**src/rtl/wb_burst_master.sv**
```systemverilog
// Wishbone pipelined burst initiator: one command becomes a classic or wrapped
// burst of 1/4/8/16 beats, fed from a write FIFO and draining into a read FIFO.
`timescale 1ns/1ps
module wb_burst_master #(
  parameter int AW = 30,
  parameter int DW = 32
) (
  input  logic          wb_clk,
  input  logic          wb_rst,
  input  logic          cmd_valid,
  output logic          cmd_ready,
  input  logic          cmd_we,
  input  logic [AW-1:0] cmd_adr,
  input  logic [1:0]    cmd_len,
  input  logic [DW-1:0] wdat_i,
  input  logic          wdat_empty,
  output logic          wdat_re,
  output logic [DW-1:0] rdat_o,
  output logic          rdat_we,
  input  logic          rdat_room,
  output logic          cyc_o,
  output logic          stb_o,
  output logic          we_o,
  output logic [AW-1:0] adr_o,
  output logic [DW-1:0] dat_o,
  output logic [2:0]    cti_o,
  output logic [1:0]    bte_o,
  input  logic [DW-1:0] dat_i,
  input  logic          ack_i,
  input  logic          stall_i,
  output logic          busy,
  output logic [1:0]    state_dbg
);

  // Handshakes: a command transfers on cmd_valid & cmd_ready; a strobe is
  // taken on stb_o & !stall_i; every ack_i seen while busy completes one beat.
  typedef enum logic [1:0] {
    S_IDLE = 2'd0,
    S_WR   = 2'd1,
    S_RD   = 2'd2
  } state_t;

  state_t        state_q, state_d;
  logic          we_q;
  logic [AW-1:0] adr_q;
  logic [1:0]    len_q;
  logic [4:0]    iss_q, ackc_q;
  logic [4:0]    n_beats, n_m1;
  logic [3:0]    lo_mask, adr_sum;
  logic          cmd_acc, strobe_acc, ack_cnt, last_ack;

  always_comb begin
    case (len_q)
      2'b00:   n_beats = 5'd1;
      2'b01:   n_beats = 5'd4;
      2'b10:   n_beats = 5'd8;
      default: n_beats = 5'd16;
    endcase
    n_m1    = n_beats - 5'd1;
    lo_mask = n_m1[3:0];
  end

  always_comb begin
    busy      = (state_q != S_IDLE);
    cyc_o     = busy;
    we_o      = we_q;
    cmd_ready = (state_q == S_IDLE) & (cmd_we | rdat_room);
    stb_o     = 1'b0;
    if (state_q == S_RD)
      stb_o = (iss_q < n_beats);
    else if (state_q == S_WR)
      stb_o = (iss_q < n_beats) & !wdat_empty;
    wdat_re    = stb_o & we_q & !stall_i;
    dat_o      = wdat_i;
    rdat_o     = dat_i;
    rdat_we    = (state_q == S_RD) & ack_i;
    cmd_acc    = cmd_valid & cmd_ready;
    strobe_acc = stb_o & !stall_i;
    ack_cnt    = busy & ack_i;
    last_ack   = ack_cnt & (ackc_q == n_m1);
    state_dbg  = state_q;
  end

  // The wrap adds only within the low log2(N) bits; upper bits never see a carry.
  always_comb begin
    adr_sum = adr_q[3:0] + iss_q[3:0];
    adr_o   = '0;
    cti_o   = 3'b000;
    bte_o   = 2'b00;
    if (busy) begin
      adr_o = (adr_q & ~{{(AW-4){1'b0}}, lo_mask}) |
              {{(AW-4){1'b0}}, adr_sum & lo_mask};
      bte_o = len_q;
      if (len_q == 2'b00)
        cti_o = 3'b000;
      else if (iss_q == n_m1)
        cti_o = 3'b111;
      else
        cti_o = 3'b010;
    end
  end

  always_comb begin
    state_d = state_q;
    case (state_q)
      S_IDLE: begin
        if (cmd_valid & cmd_we)
          state_d = S_WR;
        else if (cmd_valid & rdat_room)
          state_d = S_RD;
      end
      S_WR, S_RD: begin
        if (last_ack)
          state_d = S_IDLE;
      end
      default: state_d = S_IDLE;
    endcase
  end

  always_ff @(posedge wb_clk) begin
    if (!wb_rst) begin
      state_q <= S_IDLE;
      we_q    <= 1'b0;
      adr_q   <= '0;
      len_q   <= 2'b00;
      iss_q   <= 5'd0;
      ackc_q  <= 5'd0;
    end else begin
      state_q <= state_d;
      if (cmd_acc) begin
        we_q   <= cmd_we;
        adr_q  <= cmd_adr;
        len_q  <= cmd_len;
        iss_q  <= 5'd0;
        ackc_q <= 5'd0;
      end else begin
        if (strobe_acc)
          iss_q <= iss_q + 5'd1;
        if (ack_cnt)
          ackc_q <= ackc_q + 5'd1;
      end
    end
  end

endmodule

```
**config.mk**
```make
export PLATFORM = sky130hd
export DESIGN_NAME = wb_burst_master
export DESIGN_NICKNAME = d
export VERILOG_FILES = /design/src/rtl/wb_burst_master.sv
export SDC_FILE = /design/constraint.sdc
export NUM_CORES = 1
export LEC_CHECK = 0
export CORE_UTILIZATION = 36
export CTS_BUF_LIST = sky130_fd_sc_hd__clkbuf_8
export CTS_CLUSTER_SIZE = 8
export DETAILED_ROUTE_END_ITERATION = 6
export GPL_TIMING_DRIVEN = 0
export HOLD_SLACK_MARGIN = 0.03
export PLACE_DENSITY = 0.95
export REMOVE_ABC_BUFFERS = 1
export SLEW_MARGIN = 0
export SYNTH_ARGS = -nofsm -noshare
export SYNTH_HDL_FRONTEND = slang
export SYNTH_SLANG_ARGS = --single-unit
```
**constraint.sdc**
```tcl
create_clock -name wb_clk -period 2.9 [get_ports wb_clk]
set_clock_uncertainty 0.15 [all_clocks]
set_input_delay 0.58 -clock wb_clk [delete_from_list [all_inputs] [get_ports wb_clk]]
set_output_delay 0.58 -clock wb_clk [all_outputs]
set_load 0.03 [all_outputs]
```
# Word level (Yosys, flattened, before mapping)
# Cells that the tools add are included.
# word_totals
ff_bits	45
in_bits	104
elab_cells	56
# classes
reduce_logical	8
addsub	4
n_eq_ne	8
muxes	12
bitwise_logic	17
order_cmp	1
# ops
op	count
bitwise AND 30 bit	1
two-way mux 30 bit	1
NOT 4 -> 30 bit	1
bitwise OR 30 x 4 -> 30 bit	1
case mux 5 bit (3 select lines)	1
bitwise AND 1 bit	11
adder 5 x 1 -> 5 bit (second input constant)	2
== test 5 bit	2
two-way mux 3 bit	3
two-way mux 2 bit	4
< comparator 5 bit	1
subtractor 5 x 1 -> 5 bit (second input constant)	1
adder 4 bit	1
bitwise AND 4 bit	1
== test 2 x 1 -> 1 bit (second input constant)	2
== test 2 bit (second input constant)	2
zero test 2 bit	2
case mux 2 bit (2 select lines)	1
OR reduction 2 bit	2
!= test 3 x 1 -> 1 bit (second input constant)	1
zero test 1 bit	2
two-way mux 1 bit	2
!= test 2 bit (second input constant)	1
AND reduction 2 bit	1
3 further kinds	3

# Longest topological paths before layout
# logic_depth
word_depth	8
ltp_mapped	8

# Worst setup path after synthesis
# OpenSTA, ideal clock, no wires.
# synth_path
path_kind	reg-to-output
startpoint	register state_q[0], in the netlist state_dbg[0]
endpoint	output port cti_o[2]
path_stages_with_launch	7
path_slack_ps	-416
t_arrival_ps	2586
cell_sequence	dfxtp_1 > inv_1 > ha_1 > clkbuf_1 > nor2_1 > nor4b_1 > buf_4
# synth_between
elab_chain_cells	2
# synth_lines
item	line_no	text
from (decl)	43	state_t state_q, state_d;
from (signal assigned)	129	state_q <= state_d;
nonzero test 2 bit	64	busy = (state_q != S_IDLE);
two-way mux 3 bit	90	if (busy) begin
to (decl)	26	output logic [2:0] cti_o,
# Every way passes these cells.

# Worst setup path in the final report
# layout_path
startpoint	register state_q[1], in the netlist state_dbg[1]
endpoint	output port adr_o[9]
# layout_between
elab_chain_cells	2
# layout_lines
item	line_no	text
nonzero test 2 bit	64	
two-way mux 30 bit	90	
to (decl)	24	output logic [AW-1:0] adr_o,
# Every way passes these cells.

==> flow_summary.toml <==
[logic_synthesis]
ys_seq_area_share_pct = 31.2
syn_area_mm2 = 0.00289
synthFlopType = "dfxtp_1"
yosysTopAreaCellShare_pct = 31.2
ys_top_cells_by_area = "dfxtp_1 (31%), buf_4 (17%), nand2_1 (9.6%)"
async_reset_ff_share_pct = 0
synth_seq_cells = 45
synth_cells = 369
synth.distinct_cells = 40
yosys_warnings = 0
syn_area_per_cell_um2 = 7.84
synth_top_area_cell = "dfxtp_1"
synth-edff-count = 0

[sta]
fin_crit_sh_pct = 96.3
finalWorstSetupSlack_ns = 0.106
period_minus_slack_ns = 2.79
finalHoldViolations = 0
drv_slew = 0
worst_pin_slew_ns = 1.24
clock.fmax_mhz = 358
finalSetupViolations = 0
slew_headroom_pct = 17.4

[floorplan]
die_w_um = 91.6
core_mm2 = 0.00777
fp-row-count = 32
fp.dieH_um = 91.6
dieArea_mm2 = 0.00839
ios = 212
initial_utilization_pct = 37.2

[placement]
place_congestion = 0.942
place_inst = 471
preCtsSetupSlack_ns = -0.848
place_hpwl_mm = 9.76
io_buffer_count = 83

[power]
p_int_mw = 1.34
leakagePower_nw = 1.38
switchingPower_mw = 0.935
powerDensity_mw_per_mm2 = 658
seqPwrFrac_pct = 33.7
p_clk_share_pct = 17.0
peakVddDrop_uv = 229
p_comb_share_pct = 49.3
switching_share_pct = 41.1

[worst_hold_path]
hold_class = "register to register"

[global_routing]
antenna_found_initial = 0
overflow = 0
gr-usage-all-layers_pct = 28.7
grt_start_max_net_pins = 41
grt_pass1_wl_mm = 17.0
first_global_vias = 2508

[clock_tree]
path_clk_slew_ns = 0.08
clock-sinks = 45
clkLatencyLatePin_ns = 0.29
clock_path_buffers = 2
postCtsHoldBufs = 0
htree_levels = 2
cts_tree = "yes"
cts_buffers = 5
cts_root_buf = "clkbuf_8"

[detailed_routing]
via_per_inst = 5.19
route.detailed.drc = 0
routedWlPerCell_um = 24.7
ant_nets = 0
wl_mm = 11.9
via_count = 2497
drt_iter0_markers = 88
drt-pass1-iter-count = 4

[cells_and_area]
final_cell_mix = "nand2_1 (74), clkdlybuf4s50_1 (70), dfxtp_1 (42)"
synthToLayoutAreaGrowth_pct = 19.6
fin_nets = 496
layout.cells.most_common = "nand2_1"
final_cells = 481
antenna_cells = 0
layout-drive-gt1-share_pct = 7.12

[run_status]
status = "completed"

[worst_setup_path]
crit_fanout = 22
cp-end-kind = "output port"
criticalPathCategory = "register to output port"
start_kind = "register"
arrival_ns = 2.06
required_ns = 2.17

[flow_run]
maxCapViolCount = 0
[per-layer routing]
| metal | track usage (%) | up-vias | part of all wire [%] |
|---|---|---|---|
| met3 | 33.8 | 16 | 26 |
| met5 | 10.3 | - | 0.54 |
| met2 | 47.8 | 214 | 46 |
| li1 | - | 1141 | - |
| met1 | 19.1 | 1124 | 25 |
| met4 | 8.33 | 2 | 2.6 |
[flip-flops by register name, indices dropped and copies added (netlist names)]
register,cells
ackc_q,5
adr_q,30
iss_q,5
len_q,2
state_dbg,2
we_o,1
[critical path, stage by stage (launching register included)]
cell,delay [ns]
dfxtp_1,0.39
inv_1,0.10
ha_4,0.27
buf_8,0.21
nor2b_1,0.12
clkdlybuf4s50_1,0.67
[layout make-up]
cell class / count / area, µm²
Sequential cell: 45 / 910
Clock inverter: 1 / 3.75
Inverter: 12 / 45.0
Clock buffer: 6 / 82.6
Multi-Input combinational cell: 228 / 1410
Tap cell: 102 / 128
Timing Repair Buffer: 87 / 881
Fill cell: 759 / 4310
[power by group through the flow]
stage | combinational [mW] | clock (mW) | sequential, mW
2_1_floorplan | 0.609 | 0 | 0.782
3_3_place_gp | 0.988 | 0 | 0.770
3_5_place_dp | 1.04 | 0 | 0.775
4_1_cts | 1.12 | 0.401 | 0.765
5_1_grt | 1.21 | 0.429 | 0.778
6_report | 1.12 | 0.387 | 0.767
[worst paths after layout]
check	start	endpoint	slack, ns	depth (start not counted)
setup / recovery	state_dbg[1]$_SDFFE_PN0P_	adr_o[9]	0.11	5
hold / removal	adr_q[17]$_SDFFE_PN0P_	adr_q[17]$_SDFFE_PN0P_	0.32	2
setup reg to reg	state_dbg[0]$_SDFFE_PN0P_	iss_q[3]$_SDFFE_PP0P_	0.32	7
hold reg to reg	adr_q[17]$_SDFFE_PN0P_	adr_q[17]$_SDFFE_PN0P_	0.32	2
[logic make-up (layout without fill, tap and decap cells)]
kind of cell	after synthesis	count (layout)	share of synthesized area [%]
mux	6	6	2.16
xor+xnor	9	9	2.73
flops	45	45	31.2
fa+ha+maj	13	13	5.88
buf+inv	96	106	21.1
compound gates	57	57	14.3
simple gates	143	143	22.6
[cell usage after synthesis (3+ instances only)]
cell	n
a21boi_0	32
a21oi_1	8
buf_4	66
clkbuf_1	16
dfxtp_1	45
ha_1	12
inv_1	12
mux2i_1	4
nand2_1	74
nand3_1	3
nand4_1	4
nor2_1	21
nor2b_1	30
o21ai_0	4
xnor2_1	6
xor2_1	3
[timing repair]
item	CTS	global route
gates resized for setup	26	16
endpoints found under the setup margin	84	12
pin swaps	2	2
buffers inserted	2	1
cloned	0	0
[metrics by stage]
| step | util (%) | cell area (µm²) | hold WS [ns] | total power [mW] | TNS, ns |
|---|---|---|---|---|---|
| global placement | 42.3 | 3280 | 0.299 | 1.76 | -42.99 |
| global route | 44.5 | 3460 | 0.335 | 2.42 | -0.00391 |
| detailed placement | 42.7 | 3310 | 0.308 | 1.82 | -25.28 |
| floorplan | - | 2330 | 0.289 | 1.39 | -4.33 |
| finish | 44.5 | 3460 | 0.315 | 2.28 | 0 |
| CTS | 44.3 | 3440 | 0.319 | 2.29 | 0 |
Power figures use the tool's default switching activity.
